===== config.mk =====
export PLATFORM = sky130hd
export DESIGN_NAME = sic1_sequencer
export DESIGN_NICKNAME = d
export VERILOG_FILES = /design/src/rtl/sic1_sequencer_pkg.sv /design/src/rtl/sic1_subleq_alu.sv /design/src/rtl/sic1_sequencer.sv
export SDC_FILE = /design/constraint.sdc
export NUM_CORES = 1
export LEC_CHECK = 0
export ABC_AREA = 1
export BUFFER_PORTS_ARGS = -buffer_cell sky130_fd_sc_hd__buf_4
export CORE_ASPECT_RATIO = 0.5
export CORE_MARGIN = 10
export CORE_UTILIZATION = 25
export CTS_BUF_LIST = sky130_fd_sc_hd__clkbuf_8
export CTS_CLUSTER_SIZE = 20
export DETAILED_ROUTE_END_ITERATION = 10
export GPL_ROUTABILITY_DRIVEN = 1
export SLEW_MARGIN = 20
export SYNTH_ARGS = -nofsm -noshare
export SYNTH_HDL_FRONTEND = slang
export SYNTH_SLANG_ARGS = --single-unit

===== constraint.sdc =====
create_clock -name clk -period 2.6 [get_ports clk]
set_input_delay 0.13 -clock clk [delete_from_list [all_inputs] [get_ports clk]]
set_output_delay 0.13 -clock clk [all_outputs]
set_load 0.01 [all_outputs]

===== src/rtl/sic1_sequencer_pkg.sv =====
// Shared definitions for the SIC-1 SUBLEQ fetch/execute sequencer.
package sic1_sequencer_pkg;

    localparam logic [7:0] ADDR_MAX_DEF = 8'd252;

    typedef enum logic [2:0] {
        ST_IDLE   = 3'd0,
        ST_FETCH  = 3'd1,
        ST_DECODE = 3'd2,
        ST_LOADB  = 3'd3,
        ST_EXEC   = 3'd4,
        ST_HALT   = 3'd5,
        ST_LD_RD  = 3'd6,
        ST_LD_WR  = 3'd7
    } state_t;

    // Loader may only borrow the write port while the core is stopped
    function automatic logic is_stopped(input state_t s);
        return (s == ST_IDLE) || (s == ST_HALT);
    endfunction

endpackage


===== src/rtl/sic1_subleq_alu.sv =====
// SUBLEQ datapath: difference, branch decision, next PC and halt detection.
module sic1_subleq_alu #(
    parameter logic [7:0] ADDR_MAX = 8'd252
) (
    input  logic [7:0] va,
    input  logic [7:0] vb,
    input  logic [7:0] c,
    input  logic [7:0] pc,
    output logic [7:0] r_c,
    output logic [7:0] npc_c,
    output logic       halt_c
);

    logic branch;

    // Branch when the 8-bit two's-complement result is negative or zero
    always_comb begin
        r_c    = va - vb;
        branch = r_c[7] | (r_c == 8'd0);
        npc_c  = branch ? c : pc + 8'd3;
        halt_c = npc_c > ADDR_MAX;
    end

endmodule


===== src/rtl/sic1_sequencer.sv =====
// SIC-1 fetch/execute controller; shares the memory write port with a byte loader.
module sic1_sequencer
    import sic1_sequencer_pkg::*;
#(
    parameter logic [7:0]  ADDR_MAX = ADDR_MAX_DEF,
    parameter int unsigned CNT_W    = 16
) (
    input  logic             clk,
    input  logic             rst,
    input  logic             start,
    output logic             halted,
    output logic             busy,
    output logic [7:0]       pc,
    output logic [CNT_W-1:0] icount,
    input  logic             prog_valid,
    output logic             prog_ready,
    input  logic [7:0]       prog_addr,
    input  logic [7:0]       prog_data,
    output logic             mem_wr_en,
    output logic [7:0]       mem_wr_addr,
    output logic [7:0]       mem_wr_byte,
    output logic [5:0]       mem_ra_addr,
    output logic [5:0]       mem_rb_addr,
    output logic [1:0]       mem_pc_low,
    input  logic [7:0]       mem_a,
    input  logic [7:0]       mem_b,
    input  logic [7:0]       mem_c,
    output logic [1:0]       mem_rb_idx,
    input  logic [7:0]       mem_rb_byte
);

    state_t     state_q;
    state_t     state_d;
    state_t     ret_q;
    logic [7:0] fa_q;
    logic [7:0] fc_q;
    logic [7:0] vb_q;
    logic [7:0] ld_addr_q;
    logic [7:0] ld_data_q;
    logic [7:0] alu_r;
    logic [7:0] alu_npc;
    logic       alu_halt;

    sic1_subleq_alu #(
        .ADDR_MAX (ADDR_MAX)
    ) u_alu (
        .va     (mem_rb_byte),
        .vb     (vb_q),
        .c      (fc_q),
        .pc     (pc),
        .r_c    (alu_r),
        .npc_c  (alu_npc),
        .halt_c (alu_halt)
    );

    assign halted     = (state_q == ST_HALT);
    assign prog_ready = is_stopped(state_q);
    assign busy       = ~is_stopped(state_q);

    // Next-state logic; a loader request in IDLE/HALT takes priority over start
    always_comb begin
        state_d = state_q;
        case (state_q)
            ST_IDLE, ST_HALT: begin
                if (prog_valid)  state_d = ST_LD_RD;
                else if (start)  state_d = ST_FETCH;
            end
            ST_FETCH:  state_d = ST_DECODE;
            ST_DECODE: state_d = ST_LOADB;
            ST_LOADB:  state_d = ST_EXEC;
            ST_EXEC:   state_d = alu_halt ? ST_HALT : ST_FETCH;
            ST_LD_RD:  state_d = ST_LD_WR;
            ST_LD_WR:  state_d = ret_q;
            default:   state_d = ST_IDLE;
        endcase
    end

    // Memory port drive; a write is suppressed while rst is asserted so an abort never writes
    always_comb begin
        mem_wr_en   = 1'b0;
        mem_wr_addr = 8'd0;
        mem_wr_byte = 8'd0;
        mem_ra_addr = 6'd0;
        mem_rb_addr = 6'd0;
        mem_pc_low  = 2'd0;
        mem_rb_idx  = 2'd0;
        case (state_q)
            ST_FETCH: begin
                mem_ra_addr = pc[7:2];
                mem_rb_addr = pc[7:2] + 6'd1;
                mem_pc_low  = pc[1:0];
            end
            ST_DECODE: begin
                mem_rb_addr = mem_b[7:2];
                mem_rb_idx  = mem_b[1:0];
            end
            ST_LOADB: begin
                mem_ra_addr = fa_q[7:2];
                mem_rb_addr = fa_q[7:2];
                mem_rb_idx  = fa_q[1:0];
            end
            ST_EXEC: begin
                mem_ra_addr = fa_q[7:2];
                mem_rb_addr = fa_q[7:2];
                mem_rb_idx  = fa_q[1:0];
                mem_wr_en   = ~rst;
                mem_wr_addr = fa_q;
                mem_wr_byte = alu_r;
            end
            ST_LD_RD: begin
                mem_ra_addr = ld_addr_q[7:2];
            end
            ST_LD_WR: begin
                mem_ra_addr = ld_addr_q[7:2];
                mem_wr_en   = ~rst;
                mem_wr_addr = ld_addr_q;
                mem_wr_byte = ld_data_q;
            end
            default: ;
        endcase
    end

    // State register plus instruction, operand, PC, counter and loader registers
    always_ff @(posedge clk) begin
        if (rst) begin
            state_q   <= ST_IDLE;
            ret_q     <= ST_IDLE;
            pc        <= 8'd0;
            icount    <= '0;
            fa_q      <= 8'd0;
            fc_q      <= 8'd0;
            vb_q      <= 8'd0;
            ld_addr_q <= 8'd0;
            ld_data_q <= 8'd0;
        end else begin
            state_q <= state_d;
            case (state_q)
                ST_IDLE, ST_HALT: begin
                    if (prog_valid) begin
                        ld_addr_q <= prog_addr;
                        ld_data_q <= prog_data;
                        ret_q     <= state_q;
                    end else if (start) begin
                        pc     <= 8'd0;
                        icount <= '0;
                    end
                end
                ST_DECODE: begin
                    fa_q <= mem_a;
                    fc_q <= mem_c;
                end
                ST_LOADB: begin
                    vb_q <= mem_rb_byte;
                end
                ST_EXEC: begin
                    pc <= alu_npc;
                    if (icount != '1) icount <= icount + CNT_W'(1);
                end
                default: ;
            endcase
        end
    end

endmodule


# Word-level counts from Yosys, hierarchy flattened
# Index checks and enable logic that the tools add are counted.
# word_totals
regBits	70
in_bits	52
out_inout_bits	60
word_cells	59
# op_classes
addsub	4
order_cmp	1
n_eq_ne	12
muxes	19
n_bitwise	3
reduce_logical	11
# ops
cell	n
two-way mux 16 bit	3
one-hot mux 8 bit (2 select lines)	3
one-hot mux 6 bit (3 select lines)	2
one-hot mux 16 bit (2 select lines)	1
two-way mux 8 bit	3
one-hot mux 3 bit (7 select lines)	1
adder 16 x 1 -> 16 bit, second input constant	1
!= test 16 bit, second input constant	1
equality test 3 bit, second input constant	4
two-way mux 3 bit	3
adder 8 x 2 -> 8 bit, second input constant	1
greater-than comparator 8 bit, second input constant	1
zero test 8 bit	1
OR reduction 2 bit	4
subtractor 8 bit	1
adder 6 x 1 -> 6 bit, second input constant	1
equality test 3 x 2 -> 1 bit, second input constant	2
!= test 2 bit, second input constant	3
one-hot mux 2 bit (2 select lines)	1
AND reduction 4 bit	1
equality test 3 x 1 -> 1 bit, second input constant	1
zero test 3 bit	1
!= test 3 bit, second input constant	1
AND reduction 3 bit	1
other kinds (7)	8

# Logic depth before layout (Yosys ltp)
# Gate-level depths: netlist (run 1).
# depth
depth_word	7
depth_mapped	22
mapped_depth_nobuf	21

# Modules after synthesis
# From an unflattened synthesis (run 1), not the netlist that was laid out.
# unflattened
cells_unflattened	673
area_unflattened_um2	4329.2
# by_module_without_submodules
module	n_inst	cells_per_inst	area_each_um2	seq_area_each_um2
sic1_sequencer	1	521	3523.4	1401.3
sic1_subleq_alu	1	152	805.8	0.0

# Least setup slack after synthesis (run 1)
# Ideal clock, no wire load.
# synth_timing
path_type	register to register
startpoint	reg vb_q[0]
endpoint	reg state_q[2]
setup_ns	0.110
arrival_time_ns	2.144
t_required_ns	2.490
path_slack_ns	0.347
stages_incl_launch_ff	19
path_buffers	1
synth_period_minus_slack_ns	2.253
cell_sequence	dfxtp_1 > ha_1 > inv_1 > fa_1 > inv_1 > nand2_1 > nor2_1 > nand3_1 > nor2_1 > nand3_1 > nand2_1 > buf_2 > nor2_1 > a21oi_1 > nand2_1 > nand3_1 > nand3_1 > nand2_1 > inv_1
# synth_via
elab_chain_len	7
# synth_lines
element	line_no	source
from (decl)	sic1_sequencer.sv:37	logic [7:0] vb_q;
from (signal assigned)	sic1_sequencer.sv:153	vb_q <= mem_rb_byte;
subtractor 8 bit (*)	sic1_subleq_alu.sv:18	r_c = va - vb;
zero test 8 bit	sic1_subleq_alu.sv:19	branch = r_c[7] | (r_c == 8'd0);
OR 1 bit (*)	sic1_subleq_alu.sv:19	
two-way mux 8 bit (*)	sic1_subleq_alu.sv:20	npc_c = branch ? c : pc + 8'd3;
greater-than comparator 8 bit (*)	sic1_subleq_alu.sv:21	halt_c = npc_c > ADDR_MAX;
two-way mux 3 bit (*)	sic1_sequencer.sv:71	ST_EXEC: state_d = alu_halt ? ST_HALT : ST_FETCH;
one-hot mux 3 bit (7 select lines) (*)	sic1_sequencer.sv:63	case (state_q)
to (signal assigned)	sic1_sequencer.sv:136	state_q <= state_d;
to (decl)	sic1_sequencer.sv:32	state_t state_q;
# Mark *: on every way between the ends. The rest lies on a longest branch, timed or not.
# A chain may end at the register's enable or synchronous reset.

# Worst setup path after layout (run 1)
# Ends and elaborated chain as after synthesis.

==> results of run 1 <==
final cells by class:
class                           instances  area (µm²)
Sequential cell                        70        1400
Clock inverter                          7        97.6
Inverter                               79         297
Tap cell                              204         255
Timing Repair Buffer                  136        1060
Clock buffer                            9         124
Fill cell                            1655       10000
Multi-Input combinational cell        419        2220
power by group through the flow:
stage / clock [µW] / combinational, µW / sequential, µW
after floorplan: 0 / 1610 / 1500
after global placement: 0 / 2400 / 1530
after detailed placement: 0 / 2420 / 1530
after CTS: 1050 / 2450 / 1510
after global routing: 1090 / 2770 / 1540
final: 1010 / 2480 / 1510
Yosys cell counts (2+ instances only):
cell and count:
dfxtp_1 70, o22ai_1 5, o21ai_0 57, ha_1 10
inv_1 71, o21ai_1 4, nor2_1 62, o221ai_1 3
nor3_1 12, nand2_2 5, nor4_1 2, inv_2 6
xor2_1 9, clkbuf_1 18, xnor2_1 4, a21oi_1 57
nand2_1 119, clkinv_1 2, a22o_1 3, nand4_1 5
o211ai_1 3, nor2_2 2, a211oi_1 2, nand3_1 30
a22oi_1 3, or2_2 5
stage by stage:
| step | setup WS [ns] | util [%] | hold WS (ns) |
|---|---|---|---|
| floorplan | 0.347 | - | 0.219 |
| global route | -0.00689 | 35.3 | 0.0470 |
| detailed placement | 0.0643 | 32.6 | 0.366 |
| global placement | 0.183 | 32.6 | 0.351 |
| CTS | 0.0310 | 35.0 | 0.0194 |
| finish | 0.228 | 35.3 | 0.0405 |
critical path, cell delays in order, from the launching register on:
cell and delay, ns:
dfxtp_1 0.31, ha_1 0.18, inv_2 0.08, fa_2 0.42, inv_1 0.07, nand2_1 0.06, nor2_2 0.12, nand3_2 0.11
nor2_4 0.14, nand3_4 0.10, nand2_4 0.12, nand2_1 0.06, nand2_1 0.08, nand2_1 0.07, nor2_1 0.13, nand3_1 0.10
nand3_1 0.07, nand2_1 0.05, inv_1 0.05
cells by family (layout without fill, tap and decap cells):
group / after synthesis / count (layout) / synth area share [%]
xor gates and xnor gates: 13 / 13 / 2.87
buffers and inverters: 100 / 231 / 9.79
adders and majority gates: 11 / 11 / 3.66
AOI/OAI and AO/OA: 145 / 145 / 20.3
and+or+nand+nor: 249 / 250 / 28.0
DFF: 70 / 70 / 35.4
flip-flops by register name, indices dropped and copies added, names as in the netlist, 8 cells and up:
register	count
fa_q	8
fc_q	8
ld_addr_q	8
icount	16
pc	8
ld_data_q	8
vb_q	8
final timing paths:
| kind | cells after the start | slack, ns | start | end |
|---|---|---|---|---|
| setup / recovery | 18 | 0.23 | vb_q[0] | state_q[2] |
| hold / removal | 3 | 0.04 | mem_c[0] | fc_q[0] |
| setup reg to reg | 18 | 0.23 | vb_q[0] | state_q[2] |
| hold reg to reg | 2 | 0.44 | ret_q[1] | ret_q[1] |
metal layers:
layer | up-vias | GRT usage [%]
li1 | 2194 | -
met1 | 1983 | 16.8
met2 | 73 | 21.5
met3 | 16 | 2.80
met4 | 0 | 4.25
met5 | - | 0
repair_timing:
item / 4_1_cts / 5_1_grt
resized for setup: 0 / 11
hold buffers: 14 / 0
endpoints found under the hold margin: 14 / 0
setup endpoints to repair: 0 / 8
==> impl_metrics.toml, run 1 <==
[route]
viasPerCell = 4.62
met2_length_um = 6910
dr.pass1.iters = 5
wire_per_inst_um = 15.6
vias = 4266
drt-total-wl_um = 14400
drc_errors = 0
drt-met1-wl_um = 6670
drtIter0Drc = 217
ant_nets = 0
wl_met3_um = 552
routed.top_layer = "met4"

[layout]
final_net_count = 778
final_cells = 924
diodes = 0
final_cell_area_mm2 = 0.00545
drive_above_1_share_pct = 24.0
layout_common_cells = "121 x buf_4, 118 x nand2_1, 70 x inv_1, 70 x dfxtp_1, 60 x nor2_1"
final_common_cell = "buf_4"
syn2layout_area_growth_pct = 37.6

[pwr]
ir_worst_vdd_v = 0.000397
switchingPower_uw = 2260
pwr-share-comb_pct = 49.6
switching_share_pct = 45.2
seqPwrFrac_pct = 30.1
leakagePower_uw = 0.00236
total_power_uw = 5000
p_clk_share_pct = 20.3
power.density_mw_per_mm2 = 918
internal-power_uw = 2740

[logic_synthesis]
synth.distinct_cells = 45
seq_area_frac_synth_pct = 35.4
synth_ff_type = "dfxtp_1"
yosys.area.top_type = "dfxtp_1"
yosys_warnings = 0
synth_edf_count = 0
yosys-top-cells-area = "dfxtp_1 35%, nand2_1 11%, a21oi_1 7.2%"
syn-instance-count = 588
syn_area_mm2 = 0.00396
avgSynthCellArea_um2 = 6.74
syn_nets = 651
synth_seq_cells = 70
ys_async_sr_fraction_pct = 0
yosys.area.top_type_share_pct = 35.4

[clock_network]
cts_tree = "built"
cts.reportedPaths.clkPinSlew_ns = 0.09
clk_latency_ns = 0.37
post_cts_buffers = 0
cts-root-buf = "clkbuf_8"
cts_num_sinks = 70
cts_buffer_depth = 2
cts_buffers = 9
cts_max_level = 3

[floorplanning]
die_w_um = 198
initial_core_util_pct = 25.6
std_cell_rows = 32
die-area_mm2 = 0.0216
coreArea_mm2 = 0.0155
die_h_um = 109
ios = 112

[global_routing]
grt_first_pass_wirelength_um = 22400
antenna_found_initial = 0
grt_overflow = 0
grt_pass1_vias = 4100
grt.total_usage_pct = 13.1
grt_max_degree = 30

[placement]
placement.io_buffers = 111
placed_area_mm2 = 0.00504
gp_congestion = 0.902
place_hpwl_um = 10800
place_inst = 893

[timing]
worstMarginPinSlew_ns = 0.812
min_period_ns = 2.37
setup_viol = 0
maxSlewViolCount = 0
tns_ns = 0
max_slew_margin_pct = 45.8
period_share_pct = 91.2
fin_skew_ns = 0.0157
hold_violations = 0
max_freq_mhz = 422

[critical_path]
cp.required_ns = 2.91
arrival_ns = 2.68
cp-end-kind = "flop"
critPathLaunchType = "flop"
crit_type = "flop to flop"
critPathMaxFanout = 6

[job]
maxCapViolations = 0

[outcome]
status = "finished clean"

[worst_hold_path]
hold_path_class = "input pin to flop"
Power figures use the tool's default switching activity.
==> run 2: changes to the inputs <==
BUFFER_PORTS_ARGS = -buffer_cell sky130_fd_sc_hd__buf_2   (was -buffer_cell sky130_fd_sc_hd__buf_4)
clock period = 2.5 ns   (was 2.6 ns; I/O delays follow)
==> run 2 against run 1 <==
Net effect:
- worst setup slack got worse by 0.13 ns
- fmax decreased by 1.4%
- total power increased by 0.12%
- sequential power increased by 4%
- cell count increased by 0.97%
- die area unchanged
- sequential cell count unchanged
- non-clock buffer count increased by 9
==> impl_metrics.toml, run 2 (synthesis gave the netlist of run 1 again) <==
[worst_hold_path]
min-delay-start = "prog_addr[7]"
hold_end = "ld_addr_q[7]"
hold_path_class = "input pin to flop"
min_path_cells = 3

[layout]
fillCellCount = 1677
final_cell_area_mm2 = 0.00524
fin_util_pct = 33.9
diodes = 0
largest_register_ffs = 16
largest-register = "icount"
drive_above_1_share_pct = 27.3
syn2layout_area_growth_pct = 32.2
final_common_cell = "nand2_1"
final_net_count = 787
layout_common_cells = "113 x nand2_1, 111 x buf_2, 69 x dfxtp_1"

[route]
drc_errors = 0
dr.pass1.iters = 5
ant_nets = 0
drt-total-wl_um = 14500
vias = 4415
viasPerCell = 4.73
drtIter0Drc = 247
wire_per_inst_um = 15.5

[floorplanning]
initial_core_util_pct = 25.6
die-area_mm2 = 0.0216
coreArea_mm2 = 0.0155
die_w_um = 198
ios = 112
std_cell_rows = 32
die_h_um = 109

[clock_network]
cts_max_level = 3
cts_buffer_depth = 2
cts.reportedPaths.clkPinSlew_ns = 0.09
cts_num_sinks = 70
cts-root-buf = "clkbuf_8"
cts_tree = "built"
clk_latency_ns = 0.36
cts_buffers = 9

[critical_path]
critPathMaxFanout = 5
rrSetupSlack_ns = 0.09
arrival_ns = 2.72
crit_chain = "ha_4 -> inv_2 -> fa_2 -> inv_2 -> nand2_1 -> nor2_2 -> nand3_1 -> nor2_2 -> nand3_4 -> buf_6 -> o211ai_1 -> nand3_1 -> nor2_2 -> nand3_1 -> nand3_1 -> nand2_1 -> inv_1"
cp-end-kind = "flop"
r2r-start = "vb_q[0]"
crit_type = "flop to flop"
slowest_stage = "fa_2"
max_stage_delay_ns = 0.42
reg2reg_depth = 17
worst_r2r_endpoint = "state_q[2]"
cp_common_cell = "nand3_1"
cp.required_ns = 2.81
critPathLaunchType = "flop"

[pwr]
power.density_mw_per_mm2 = 957
switching_share_pct = 47.7
total_power_uw = 5010
seqPwrFrac_pct = 31.4
leakagePower_uw = 0.00234
p_clk_share_pct = 16.9
pwr-share-comb_pct = 51.7
ir_worst_vdd_v = 0.000365
internal-power_uw = 2620
switchingPower_uw = 2390

[timing]
setup_viol = 0
max_freq_mhz = 416
period_share_pct = 96.3
hold_violations = 0
max_slew_margin_pct = 42.9
tns_ns = 0
maxSlewViolCount = 0
worstMarginPinSlew_ns = 0.856
min_period_ns = 2.41
fin_skew_ns = 0.0169
fin_ws_ns = 0.0934
rsz0062_at_grt = "yes"

[global_routing]
grt_overflow = 0
antenna_found_initial = 0
grt_first_pass_wirelength_um = 21700
grt.total_usage_pct = 12.6
grt_pass1_vias = 4094
grt_max_degree = 43

[placement]
placed_area_mm2 = 0.00480
place_hpwl_um = 10500
place_ws_ns = 0.0205
gp_congestion = 0.895
placement.io_buffers = 111

[outcome]
status = "finished clean"

[job]
maxCapViolations = 0
-- run 2: cell count changes in the layout (fill, tap and decap cells not counted), moves of 3 or more --
cell,change
buf_2,+111
buf_4,-100
inv_1,-3
inv_2,+3
nand2_1,-5
nand2_2,+5
-- run 2: what timing repair did --
item | 4_1_cts | 5_1_grt
setup endpoints to repair | 0 | 6
endpoints found under the hold margin | 12 | 0
gates resized for setup | 0 | 27
hold buffers | 12 | 0
buffers inserted | 0 | 6
-- run 2: cell type report --
cell class                      instances  area, µm²  area share [%]
Sequential cell                        70       1400            26.8
Clock inverter                          7       50.0           0.956
Multi-Input combinational cell        419       2260            43.2
Timing Repair Buffer                  145        845            16.1
Tap cell                              204        255            4.87
Inverter                               79        297            5.66
Clock buffer                            9        124            2.37
-- run 2: critical path, delay by kind of cell, from the launching register on --
family | cells | cell delay [ns]
DFF | 1 | 0.34
buffers and inverters | 4 | 0.36
adders and majority gates | 2 | 0.57
AOI/OAI and AO/OA | 1 | 0.07
and+or+nand+nor | 10 | 1.01
-- run 2: how the worst max path moves through the flow --
stage,start,end,slack (ns),cells past startpoint
finish,vb_q[0],state_q[2],0.09,17
global route,vb_q[0],state_q[2],-0.06,19
CTS,vb_q[0],state_q[2],0.004,18
detailed placement,vb_q[0],state_q[2],0.02,18
global placement,vb_q[0],state_q[2],0.13,18
floorplan,vb_q[0],state_q[2],0.25,18
-- run 2: power by group through the flow --
stage	Combinational [µW]	Clock (µW)	Sequential (µW)
after CTS	2460	881	1570
after global placement	2410	0	1590
after floorplan	1670	0	1560
after detailed placement	2430	0	1590
after global routing	2860	922	1600
final	2590	849	1570
-- run 2: through the flow --
step,hold WS [ns],std cells
CTS,0.00179,926
global route,0.0286,933
global placement,0.348,898
finish,0.0224,933
detailed placement,0.353,898
floorplan,0.214,588
-- run 2: metal layers --
metal,track usage (%),wire length [µm]
met1,15.4,6300
met3,2.52,746
met4,3.43,250
met5,0,0
met2,22.3,7150
==> run 3: changes to the inputs <==
RECOVER_POWER = 25   (was default)
==> run 3 against run 2 <==
Net effect:
- sequential share of layout area increased by 0.19 points
- register-to-register slack about the same
- clock power about the same
- clock skew about the same
- critical path type unchanged
- critical endpoint unchanged
- largest power group unchanged
- via count about the same
- fmax decreased by 0.28%
- highest routed layer unchanged
- combinational power about the same
==> impl_metrics.toml, run 3 (synthesis gave the netlist of run 1 again) <==
[pwr]
leakagePower_uw = 0.00223
seqPwrFrac_pct = 31.5
p_clk_share_pct = 17.0
pwr-share-comb_pct = 51.5
switchingPower_uw = 2390
ir_worst_vdd_v = 0.000351
switching_share_pct = 47.8
internal-power_uw = 2610
power.density_mw_per_mm2 = 960

[timing]
hold_violations = 0
max_freq_mhz = 414
worstMarginPinSlew_ns = 0.855
maxSlewViolCount = 0
hold_ws_ns = 0.0232
min_period_ns = 2.41
max_slew_margin_pct = 42.9
fin_skew_ns = 0.0168
period_share_pct = 96.5
rsz0062_at_grt = "yes"
setup_viol = 0

[critical_path]
r2r-start = "vb_q[0]"
critPathMaxFanout = 5
crit_chain = "ha_4 -> inv_2 -> fa_2 -> inv_2 -> nand2_1 -> nor2_2 -> nand3_1 -> nor2_2 -> nand3_4 -> buf_6 -> o211ai_1 -> nand3_1 -> nor2_2 -> nand3_1 -> nand3_1 -> nand2_1 -> inv_1"
slowest_stage = "fa_2"
cp.required_ns = 2.81
rrSetupSlack_ns = 0.09
critPathLaunchType = "flop"
worst_r2r_endpoint = "state_q[2]"
crit_family = "simple AND/OR/NAND/NOR gates"
path_buf_inv = 4
arrival_ns = 2.72
cp_common_cell = "nand3_1"
reg2reg_depth = 17
max_stage_delay_ns = 0.46
crit_type = "flop to flop"
cp-end-kind = "flop"

[clock_network]
cts_num_sinks = 70
cts-root-buf = "clkbuf_8"
clk_latency_ns = 0.36
cts_buffer_depth = 2
cts_buffers = 9
cts.reportedPaths.clkPinSlew_ns = 0.09
cts_tree = "built"
cts_max_level = 3

[worst_hold_path]
hold_end = "ld_addr_q[7]"
min_path_cells = 3
hold_path_class = "input pin to flop"
min-delay-start = "prog_addr[7]"

[global_routing]
grt_use_met1_pct = 15.4
met3_usage_pct = 2.52
grt_pass1_vias = 4094
grt_max_degree = 43
use_met2_pct = 22.3
grt.total_usage_pct = 12.6
antenna_found_initial = 0
grt_overflow = 0
top_usage_layer = "met2"
grt_first_pass_wirelength_um = 21700

[layout]
syn2layout_area_growth_pct = 31.3
final_cell_area_mm2 = 0.00520
final_common_cell = "nand2_1"
drive_above_1_share_pct = 23.6
largest-register = "icount"
final_net_count = 787
layout_common_cells = "114 x nand2_1, 89 x buf_2, 69 x dfxtp_1"
fillCellCount = 1693
largest_register_ffs = 16

[placement]
place_hpwl_um = 10500
placement.io_buffers = 111
gp_congestion = 0.895
placed_area_mm2 = 0.00480

[route]
drt-total-wl_um = 14400
vias = 4414
drc_errors = 0
drtIter0Drc = 261
wire_per_inst_um = 15.4
viasPerCell = 4.72
ant_nets = 0
dr.pass1.iters = 5

[floorplanning]
initial_core_util_pct = 25.6
ios = 112
coreArea_mm2 = 0.0155
die_w_um = 198
die-area_mm2 = 0.0216
die_h_um = 109
std_cell_rows = 32

[job]
maxCapViolations = 0

[outcome]
status = "finished clean"
## run 3: cell types whose count changed in the layout (fill, tap and decap cells not counted), sizes merged
cell,previous run,this run
clkbuf,9,34
diode,0,2
buf,133,108
## run 3: final cells by class
type | count | area [µm²] | area share [%]
clock inverter | 7 | 50.0 | 0.962
sequential | 70 | 1400 | 27.0
multi-input combinational | 419 | 2260 | 43.5
timing repair buffer | 145 | 806 | 15.5
clock buffer | 9 | 124 | 2.38
tap | 204 | 255 | 4.91
antenna | 2 | 5.00 | 0.0962
inverter | 79 | 297 | 5.70
## run 3: layer usage
| layer | vias up | wire length, µm |
|---|---|---|
| met1 | 2079 | 6220 |
| met4 | 0 | 212 |
| li1 | 2210 | - |
| met5 | - | 0 |
| met2 | 110 | 7220 |
| met3 | 15 | 771 |
## run 3: stage by stage
stage	setup TNS [ns]	std cells	util, %	total power (µW)	worst slack, ns
after floorplan	0	588	-	3230	0.247
after global placement	0	898	31.1	4000	0.133
after detailed placement	0	898	31.1	4030	0.0205
after CTS	0	926	33.0	4900	0.00395
after global routing	-0.0624	933	33.6	5370	-0.0624
final	0	935	33.6	4990	0.0867
## run 3: power groups by stage
stage          registers [µW]  logic, µW  clock network (µW)
2_1_floorplan            1560       1670                   0
3_3_place_gp             1590       2410                   0
3_5_place_dp             1590       2430                   0
4_1_cts                  1570       2460                 881
5_1_grt                  1600       2850                 922
6_report                 1570       2570                 847
## run 3: worst reg2reg max path: cells and delay by family (launching register included)
family | cells | cell delay [ns]
compound gates | 1 | 0.07
simple gates | 10 | 1.01
flops | 1 | 0.36
buf+inv | 4 | 0.34
fa+ha+maj | 2 | 0.59
## run 3: worst max-delay path by stage
stage / startpoint / end / slack, ns / depth (start not counted)
finish: vb_q[0] / state_q[2] / 0.09 / 17
floorplan: vb_q[0] / state_q[2] / 0.25 / 18
global route: vb_q[0] / state_q[2] / -0.06 / 19
global placement: vb_q[0] / state_q[2] / 0.13 / 18
detailed placement: vb_q[0] / state_q[2] / 0.02 / 18
CTS: vb_q[0] / state_q[2] / 0.004 / 18
## run 3: what timing repair did
item                                   CTS  global route
hold buffers                            12             0
buffers inserted                         0             6
endpoints found under the hold margin   12             0
setup endpoints to repair                0             6
resized for setup                        0            27
